`src/rtl/h265enc_axi_wr_upsizer.sv`:
```
// h265enc_axi_wr_upsizer
//   AXI4 write-path up-converter: packs 128-bit INCR write bursts from the
//   H.265 encoder core into 1024-bit beats for the SNAP host write channels,
//   and returns the host write response to the encoder. One burst in flight.
//
// Ports
//   clk, rst_n        : clock, asynchronous active-low reset
//   s_axi_aw*         : encoder write address (awaddr/len/size/burst/cache/prot)
//   s_axi_w*          : encoder narrow write data (wdata/wstrb/wlast)
//   s_axi_b*          : response to the encoder
//   m_axi_aw*         : host write address (aligned, wide burst length)
//   m_axi_w*          : host wide write data with packed lane strobes
//   m_axi_b*          : host write response
//   wr_err            : sticky protocol-error flag
//
// Build option
//   H265ENC_WR_ERR_CHK_EN : enables AW size/burst and wlast/beat-count checks,
//   drives wr_err and forces SLVERR on a faulty burst. Undefined: wr_err = 0
//   and the host response passes through unchanged.

module h265enc_axi_wr_upsizer #(
  parameter int S_DWIDTH = 128,
  parameter int M_DWIDTH = 1024,
  parameter int AWIDTH   = 64,
  parameter int RATIO    = M_DWIDTH / S_DWIDTH
) (
  input  logic                    clk,
  input  logic                    rst_n,
  input  logic [AWIDTH-1:0]       s_axi_awaddr,
  input  logic [7:0]              s_axi_awlen,
  input  logic [2:0]              s_axi_awsize,
  input  logic [1:0]              s_axi_awburst,
  input  logic [3:0]              s_axi_awcache,
  input  logic [2:0]              s_axi_awprot,
  input  logic                    s_axi_awvalid,
  output logic                    s_axi_awready,
  input  logic [S_DWIDTH-1:0]     s_axi_wdata,
  input  logic [S_DWIDTH/8-1:0]   s_axi_wstrb,
  input  logic                    s_axi_wlast,
  input  logic                    s_axi_wvalid,
  output logic                    s_axi_wready,
  output logic [1:0]              s_axi_bresp,
  output logic                    s_axi_bvalid,
  input  logic                    s_axi_bready,
  output logic [AWIDTH-1:0]       m_axi_awaddr,
  output logic [7:0]              m_axi_awlen,
  output logic [2:0]              m_axi_awsize,
  output logic [1:0]              m_axi_awburst,
  output logic [3:0]              m_axi_awcache,
  output logic [2:0]              m_axi_awprot,
  output logic                    m_axi_awvalid,
  input  logic                    m_axi_awready,
  output logic [M_DWIDTH-1:0]     m_axi_wdata,
  output logic [M_DWIDTH/8-1:0]   m_axi_wstrb,
  output logic                    m_axi_wlast,
  output logic                    m_axi_wvalid,
  input  logic                    m_axi_wready,
  input  logic [1:0]              m_axi_bresp,
  input  logic                    m_axi_bvalid,
  output logic                    m_axi_bready,
  output logic                    wr_err
);

  localparam int S_BYTES = S_DWIDTH / 8;
  localparam int M_BYTES = M_DWIDTH / 8;
  localparam int LANE_W  = $clog2(RATIO);
  localparam int S_OFF_W = $clog2(S_BYTES);
  localparam int M_OFF_W = $clog2(M_BYTES);

  typedef enum logic [1:0] {IDLE, ADDR, DATA, RESP} state_t;

  state_t            state;
  logic [LANE_W-1:0] ptr;        // next lane to fill in the wide buffer
  logic [7:0]        wcnt;       // wide beats already sent
  logic              seen_last;  // narrow wlast sits in the pending wide beat
  logic [LANE_W-1:0] lane0;

  // Starting lane of the burst inside the first wide beat.
  assign lane0 = s_axi_awaddr[M_OFF_W-1:S_OFF_W];

  assign m_axi_awsize  = 3'(M_OFF_W);
  assign m_axi_awburst = 2'b01;
  assign m_axi_wlast   = m_axi_wvalid && (wcnt == m_axi_awlen);

`ifdef H265ENC_WR_ERR_CHK_EN
  logic       err_burst;
  logic [7:0] awlen_q;
  logic [7:0] ncnt;
  logic       unused_ok;
  assign unused_ok = &{1'b0, s_axi_awaddr[S_OFF_W-1:0]};
`else
  logic       unused_ok;
  assign unused_ok = &{1'b0, s_axi_awaddr[S_OFF_W-1:0], s_axi_awsize, s_axi_awburst};
  assign wr_err    = 1'b0;
`endif

  always_ff @(posedge clk or negedge rst_n) begin
    if (!rst_n) begin
      state         <= IDLE;
      ptr           <= '0;
      wcnt          <= '0;
      seen_last     <= 1'b0;
      s_axi_awready <= 1'b0;
      s_axi_wready  <= 1'b0;
      s_axi_bvalid  <= 1'b0;
      s_axi_bresp   <= 2'b00;
      m_axi_awaddr  <= '0;
      m_axi_awlen   <= '0;
      m_axi_awcache <= '0;
      m_axi_awprot  <= '0;
      m_axi_awvalid <= 1'b0;
      m_axi_wdata   <= '0;
      m_axi_wstrb   <= '0;
      m_axi_wvalid  <= 1'b0;
      m_axi_bready  <= 1'b0;
`ifdef H265ENC_WR_ERR_CHK_EN
      err_burst     <= 1'b0;
      awlen_q       <= '0;
      ncnt          <= '0;
      wr_err        <= 1'b0;
`endif
    end else begin
      case (state)
        // Accept one burst, latch the wide address and length.
        IDLE: begin
          s_axi_awready <= 1'b1;
          if (s_axi_awvalid && s_axi_awready) begin
            s_axi_awready <= 1'b0;
            m_axi_awaddr  <= {s_axi_awaddr[AWIDTH-1:M_OFF_W], {M_OFF_W{1'b0}}};
            // 9-bit sum so a burst reaching lane RATIO-1 of beat 255 cannot wrap early.
            m_axi_awlen   <= 8'((9'(lane0) + 9'(s_axi_awlen)) >> LANE_W);
            m_axi_awcache <= s_axi_awcache;
            m_axi_awprot  <= s_axi_awprot;
            m_axi_awvalid <= 1'b1;
            ptr           <= lane0;
            wcnt          <= '0;
            seen_last     <= 1'b0;
            m_axi_wstrb   <= '0;
`ifdef H265ENC_WR_ERR_CHK_EN
            awlen_q   <= s_axi_awlen;
            ncnt      <= '0;
            err_burst <= (s_axi_awsize != 3'd4) || (s_axi_awburst != 2'b01);
            if ((s_axi_awsize != 3'd4) || (s_axi_awburst != 2'b01))
              wr_err <= 1'b1;
`endif
            state <= ADDR;
          end
        end

        // Present the wide address to the host.
        ADDR: begin
          if (m_axi_awready) begin
            m_axi_awvalid <= 1'b0;
            s_axi_wready  <= 1'b1;
            state         <= DATA;
          end
        end

        // Pack narrow beats into lanes; stall the encoder while a wide beat waits.
        DATA: begin
          if (s_axi_wvalid && s_axi_wready) begin
            for (int i = 0; i < RATIO; i++) begin
              if (ptr == LANE_W'(i)) begin
                m_axi_wdata[i*S_DWIDTH +: S_DWIDTH] <= s_axi_wdata;
                m_axi_wstrb[i*S_BYTES +: S_BYTES]   <= s_axi_wstrb;
              end
            end
            ptr <= ptr + LANE_W'(1);
            if (s_axi_wlast)
              seen_last <= 1'b1;
            if ((ptr == LANE_W'(RATIO - 1)) || s_axi_wlast) begin
              s_axi_wready <= 1'b0;
              m_axi_wvalid <= 1'b1;
            end
`ifdef H265ENC_WR_ERR_CHK_EN
            ncnt <= ncnt + 8'd1;
            if (s_axi_wlast != (ncnt == awlen_q)) begin
              err_burst <= 1'b1;
              wr_err    <= 1'b1;
            end
`endif
          end
          if (m_axi_wvalid && m_axi_wready) begin
            m_axi_wvalid <= 1'b0;
            m_axi_wstrb  <= '0;
            wcnt         <= wcnt + 8'd1;
            if (seen_last) begin
              m_axi_bready <= 1'b1;
              state        <= RESP;
            end else begin
              s_axi_wready <= 1'b1;
            end
          end
        end

        // Collect the host response, then hand it to the encoder.
        RESP: begin
          if (m_axi_bvalid && m_axi_bready) begin
            m_axi_bready <= 1'b0;
            s_axi_bvalid <= 1'b1;
`ifdef H265ENC_WR_ERR_CHK_EN
            s_axi_bresp  <= err_burst ? 2'b10 : m_axi_bresp;
`else
            s_axi_bresp  <= m_axi_bresp;
`endif
          end
          if (s_axi_bvalid && s_axi_bready) begin
            s_axi_bvalid  <= 1'b0;
            s_axi_awready <= 1'b1;
            state         <= IDLE;
          end
        end

        default: state <= IDLE;
      endcase
    end
  end

endmodule

```
`config.mk`:
```
export PLATFORM = sky130hd
export DESIGN_NAME = h265enc_axi_wr_upsizer
export DESIGN_NICKNAME = d
export VERILOG_FILES = /design/src/rtl/h265enc_axi_wr_upsizer.sv
export SDC_FILE = /design/constraint.sdc
export NUM_CORES = 1
export LEC_CHECK = 0
export CELL_PAD_IN_SITES_DETAIL_PLACEMENT = 0
export CELL_PAD_IN_SITES_GLOBAL_PLACEMENT = 1
export CORE_AREA = 2 2 579 581
export CTS_CLUSTER_SIZE = 10
export DETAILED_ROUTE_END_ITERATION = 8
export DIE_AREA = 0 0 581 583
export DONT_BUFFER_PORTS = 1
export PLACE_DENSITY = 0.3
export SYNTH_ARGS = -nofsm -noshare
export SYNTH_HDL_FRONTEND = slang
export SYNTH_SLANG_ARGS = --single-unit
```
`constraint.sdc`:
```
create_clock -name clk -period 4.5 [get_ports clk]
set_clock_uncertainty 0.05 [all_clocks]
set_input_delay 0.225 -clock clk [delete_from_list [all_inputs] [get_ports clk]]
set_output_delay 0.225 -clock clk [all_outputs]
set_load 0.05 [all_outputs]
```
After elaboration in Yosys (flattened, before gate mapping)
Index checks and enable logic that the tools add are counted.
{"block": "word_totals", "regBits": 1244, "input_bits": 239, "out_inout_bits": 1246}
{"block": "op_classes", "add_sub_neg": 3, "eq_ne": 28, "muxes": 49, "n_reduce_logical": 45}
{"operator": "128-bit two-way mux", "count": 3}
{"operator": "128-bit case mux with 2 select lines", "count": 1}
{"operator": "16-bit two-way mux", "count": 8}
{"operator": "4-bit AND reduction", "count": 10}
{"operator": "3-bit AND reduction", "count": 12}
{"operator": "3-bit inequality test, second input constant", "count": 9}
{"operator": "1-bit two-way mux", "count": 20}
{"operator": "8-bit two-way mux", "count": 2}
{"operator": "2-bit inequality test, second input constant", "count": 8}
{"operator": "8-bit case mux with 2 select lines", "count": 1}
{"operator": "2-bit nonzero test", "count": 8}
{"operator": "3-bit == test, second input constant", "count": 4}
{"operator": "2-bit two-way mux", "count": 5}
{"operator": "1-bit case mux with 2 select lines", "count": 5}
{"operator": "2-bit AND reduction", "count": 5}
{"operator": "3-bit by 8-bit adder with 9-bit output", "count": 1}
{"operator": "8-bit by 1-bit adder with 8-bit output, second input constant", "count": 1}
{"operator": "8-bit by 6-bit == test with 1-bit output", "count": 1}
{"operator": "2-bit case mux with 4 select lines", "count": 1}
{"operator": "3-bit by 2-bit == test with 1-bit output, second input constant", "count": 2}
{"operator": "1-bit logical AND", "count": 6}
{"operator": "3-bit two-way mux", "count": 2}
{"operator": "3-bit case mux with 2 select lines", "count": 1}
{"operator": "5-bit AND reduction", "count": 1}
{"operator": "7 further kinds", "count": 8}

Longest topological paths before layout
{"block": "logic_depth", "ltp_word": 7, "ltp_mapped": 9}

Least setup slack after synthesis
Ideal clock, no wire load.
{"block": "synth_path", "kind": "register to output", "from": "reg m_axi_awlen[2]", "to": "out m_axi_wlast", "arrival_ps": 2468, "required_time_ps": 4225, "path_slack_ps": 1757, "path_stages_with_launch": 4, "n_path_buf": 0, "cell_sequence": "dfrtp_1 > xnor2_1 > nand3_1 > nor4_1"}
{"block": "synth_via", "elab_chain_cells": 2}
{"item": "from (decl)", "line": "46", "rtl": "output logic [7:0] m_axi_awlen,"}
{"item": "from (signal assigned)", "line": "131", "rtl": "m_axi_awlen <= 8'((9'(lane0) + 9'(s_axi_awlen)) >> LANE_W);"}
{"item": "8-bit by 6-bit == test with 1-bit output", "line": "83", "rtl": "assign m_axi_wlast = m_axi_wvalid && (wcnt == m_axi_awlen);"}
{"item": "1-bit logical AND", "line": "83"}
{"item": "to (decl)", "line": "55", "rtl": "output logic m_axi_wlast,"}
No other way between the ends.

Worst setup path in the final report
{"block": "layout_path", "from": "reg s_axi_wready", "to": "reg m_axi_wdata[285]"}
{"block": "layout_via", "elab_chain_cells": 2}
{"item": "from (decl)", "line": "41", "rtl": "output logic s_axi_wready,"}
{"item": "from (signal assigned)", "line": "104", "rtl": "s_axi_wready <= 1'b0;"}
{"item": "from (signal assigned)", "line": "154", "rtl": "s_axi_wready <= 1'b1;"}
{"item": "from (signal assigned)", "line": "172", "rtl": "s_axi_wready <= 1'b0;"}
{"item": "1-bit logical AND", "line": "161", "rtl": "if (s_axi_wvalid && s_axi_wready) begin"}
{"item": "3-bit AND reduction (no source line)"}
{"item": "to (signal, indexed assignment)", "line": "164", "rtl": "m_axi_wdata[i*S_DWIDTH +: S_DWIDTH] <= s_axi_wdata;"}
{"item": "to (decl)", "line": "53", "rtl": "output logic [M_DWIDTH-1:0] m_axi_wdata,"}
No other way between the ends.
A chain may end at the register's enable or synchronous reset.

==> out/results.tsv <==
metric	value	unit
status	finished, final reports clean	
maxSlewHeadroom	0.0271	
row_count	212	
finalNetCount	3611	
cp.arrival	4500	ps
path_depth	5	
slew_viol_final	0	
dieHeight	583	um
min_period_over_period	0.847	
drive_above_1_share	0.354	
netlist_area	46700	sq um
highest_layer	met5	
grt_pass1_wl	301000	um
period_minus_slack	3810	ps
place_hpwl	158000	um
ys_types	49	
synth_seq_cells	1244	
vias	27726	
clk_pin_slew	60	ps
drtIter0Drc	1361	
final_common_cell	dfrtp_1	
synth_area_per_cell	15.6	sq um
routedWlPerCell	28.9	um
power.switching	28.8	mW
rsz0062_at_grt	false	
place_area	52100	sq um
die_w	581	um
wirelength	228000	um
cp.buffers_inverters	2	
fillers	35928	
critPathMaxStageDelay	1010	ps
synth-xor-area-share	0.00206	
overflow	0	
dr_wl_met3	28800	um
r2r_end	m_axi_wdata[285]	
grt_max_degree	203	
synth_compound_area_frac	0.0301	
crit_slowest_cell	dfrtp_1	
cts_setup_buffers	0	
root_buffer	clkbuf_16	
synth_edf_count	0	
cts_inserted_buffers	167	
synth_top_area_share	0.667	
layout_common_cells	dfrtp_1, mux2_2, dlygate4sd3_1	
cts_tree	yes	
clk_latency	840	ps
crit_path_end_kind	flop	
p_sw_frac	0.524	
dieArea	339000	sq um
core	332000	sq um
clock.fmax	262	MHz
p_comb_frac	0.126	
seqPwrFrac	0.639	
yosysTopAreaCell	dfrtp_1	
drcViolationCount	0	
worstMarginPinSlew	1460	ps
yosys.area_share.simple	0.0284	
grt_util_all_layers	0.130	
vias_per_cell	3.52	
required	5190	ps
r2r_start	s_axi_wready	
crit_family	simple AND/OR/NAND/NOR gates	
tns	0	ps
pin_count	1485	
place.gp.congestion	0.829	
synthAdderAreaFrac	0.00375	
synth_top_family_by_area	multiplexers	
hold_path_class	in2reg	
rr_worst_depth	5	
ir_drop	351	uV
first_global_vias	29190	
antenna_found_initial	73	
synth_ff_type	dfrtp_1	
yosys-top-cells-area	dfrtp_1, mux2_2, mux2_1, nand2_1, buf_2	
cp-endpoint	m_axi_wdata[285]	
initial_utilization	0.140	
synth_seq_area_share	0.667	
leakagePower	26.8	nW
cp_cell_sequence	nand3_1 > nor2_4 > buf_12 > mux2_2 > dlygate4sd3_1	
ant_nets	0	
synthMuxAreaShare	0.249	
wl_met1	86000	um
setup.worst_path.start	s_axi_wready	
cp-start-kind	flop	
setup_viol	0	
cts_sinks	1244	
drv_cap	0	
firstDrtPassIters	5	
ys_async_sr_fraction	1.00	
cp_max_fo	74	
syn_to_final_growth	29.4	%
h-tree-depth	4	
hold_viol	0	
clockBufferDepth	4	
path_class	reg2reg	
synthesis.yosys.warnings	0	
pwr_density_cell	910	nW/um^2
met2RoutedLength	107000	um
p_int	26.2	mW
synth_cells	2995	
port_buffers	0	
r2r_slack	690	ps
fin_area	60400	sq um
pwr-share-clk	0.236	
worst min-delay path: stages:
cell and delay [ps]:
dlygate4sd3_1 520, nand2_1 140, nand2_1 90
power groups by stage:
stage          logic (mW)  registers, mW  clock network (mW)
2_1_floorplan        4.88           32.3                   0
3_3_place_gp         6.22           35.8                   0
3_5_place_dp         6.41           35.6                   0
4_1_cts              7.05           35.4                13.6
5_1_grt              7.61           35.8                14.0
6_report             6.90           35.1                12.9
routing by layer:
| layer | vias to the layer above | track usage |
|---|---|---|
| met3 | 277 | 0.0695 |
| met4 | 20 | 0.0323 |
| met2 | 1333 | 0.214 |
| met1 | 14784 | 0.147 |
| li1 | 11312 | - |
| met5 | - | 0 |
logic make-up after synthesis:
logic type               count (synthesis)
buffers and inverters                  175
adder cells (fa/ha/maj)                 14
AND/OR/NAND/NOR                        328
flip-flops                            1244
XOR/XNOR                                11
AO/OA/AOI/OAI                          189
multiplexers                          1032
other                                    2
worst min-delay path by stage:
| stage | to | from | depth (start not counted) | slack (ps) |
|---|---|---|---|---|
| after floorplan | m_axi_awaddr[10] | rst_n | 0 | -120 |
| after global placement | m_axi_wdata[816] | rst_n | 0 | -120 |
| after detailed placement | m_axi_wdata[816] | rst_n | 0 | -120 |
| after CTS | m_axi_awaddr[23] | s_axi_awaddr[23] | 3 | 3 |
| after global routing | m_axi_wstrb[118] | s_axi_wstrb[6] | 2 | 80 |
| final | m_axi_awaddr[23] | s_axi_awaddr[23] | 3 | 120 |
metrics by stage:
stage / total power, mW / cells / util / hold WS (ps) / setup slack [ps]
floorplan: 37.2 / 3008 / - / -121 / 1760
global placement: 42.0 / 7267 / 0.157 / -118 / 966
detailed placement: 42.0 / 7267 / 0.157 / -118 / 950
CTS: 56.0 / 7856 / 0.182 / 3.12 / 662
global route: 57.4 / 7860 / 0.182 / 75.3 / 574
finish: 55.0 / 7884 / 0.182 / 117 / 689
Yosys cell counts, drive strengths merged (14+ instances only):
cell,count
buf,152
a22o,36
o2bb2ai,64
mux2,1029
ha,14
o21ai,52
clkbuf,16
nor2,21
nand3,14
dfrtp,1244
nand2,269
a21oi,14
final cells by class:
| class | instances | area [sq um] | area share |
|---|---|---|---|
| Inverter | 7 | 26.3 | 0.000435 |
| Tap cell | 4387 | 5490 | 0.0908 |
| Multi-Input combinational cell | 1589 | 14800 | 0.244 |
| Antenna cell | 28 | 70.1 | 0.00116 |
| Clock buffer | 247 | 4750 | 0.0786 |
| Clock inverter | 33 | 380 | 0.00629 |
| Timing Repair Buffer | 349 | 3820 | 0.0632 |
| Sequential cell | 1244 | 31100 | 0.515 |
repair_timing:
item	CTS	global route
hold buffers	309	0
gates resized for setup	0	0
endpoints found under the setup margin	0	0
hold endpoints to repair	1584	0
state kept, by name (all words and copies together) (netlist names):
register	count
m_axi_awaddr	57
m_axi_wstrb	128
m_axi_wvalid	1
m_axi_awcache	4
s_axi_wready	1
m_axi_bready	1
m_axi_awvalid	1
s_axi_bresp	2
wcnt	8
m_axi_awlen	6
m_axi_wdata	1024
m_axi_awprot	3
ptr	3
seen_last	1
s_axi_bvalid	1
state	2
s_axi_awready	1
Power figures use the tool's default switching activity.
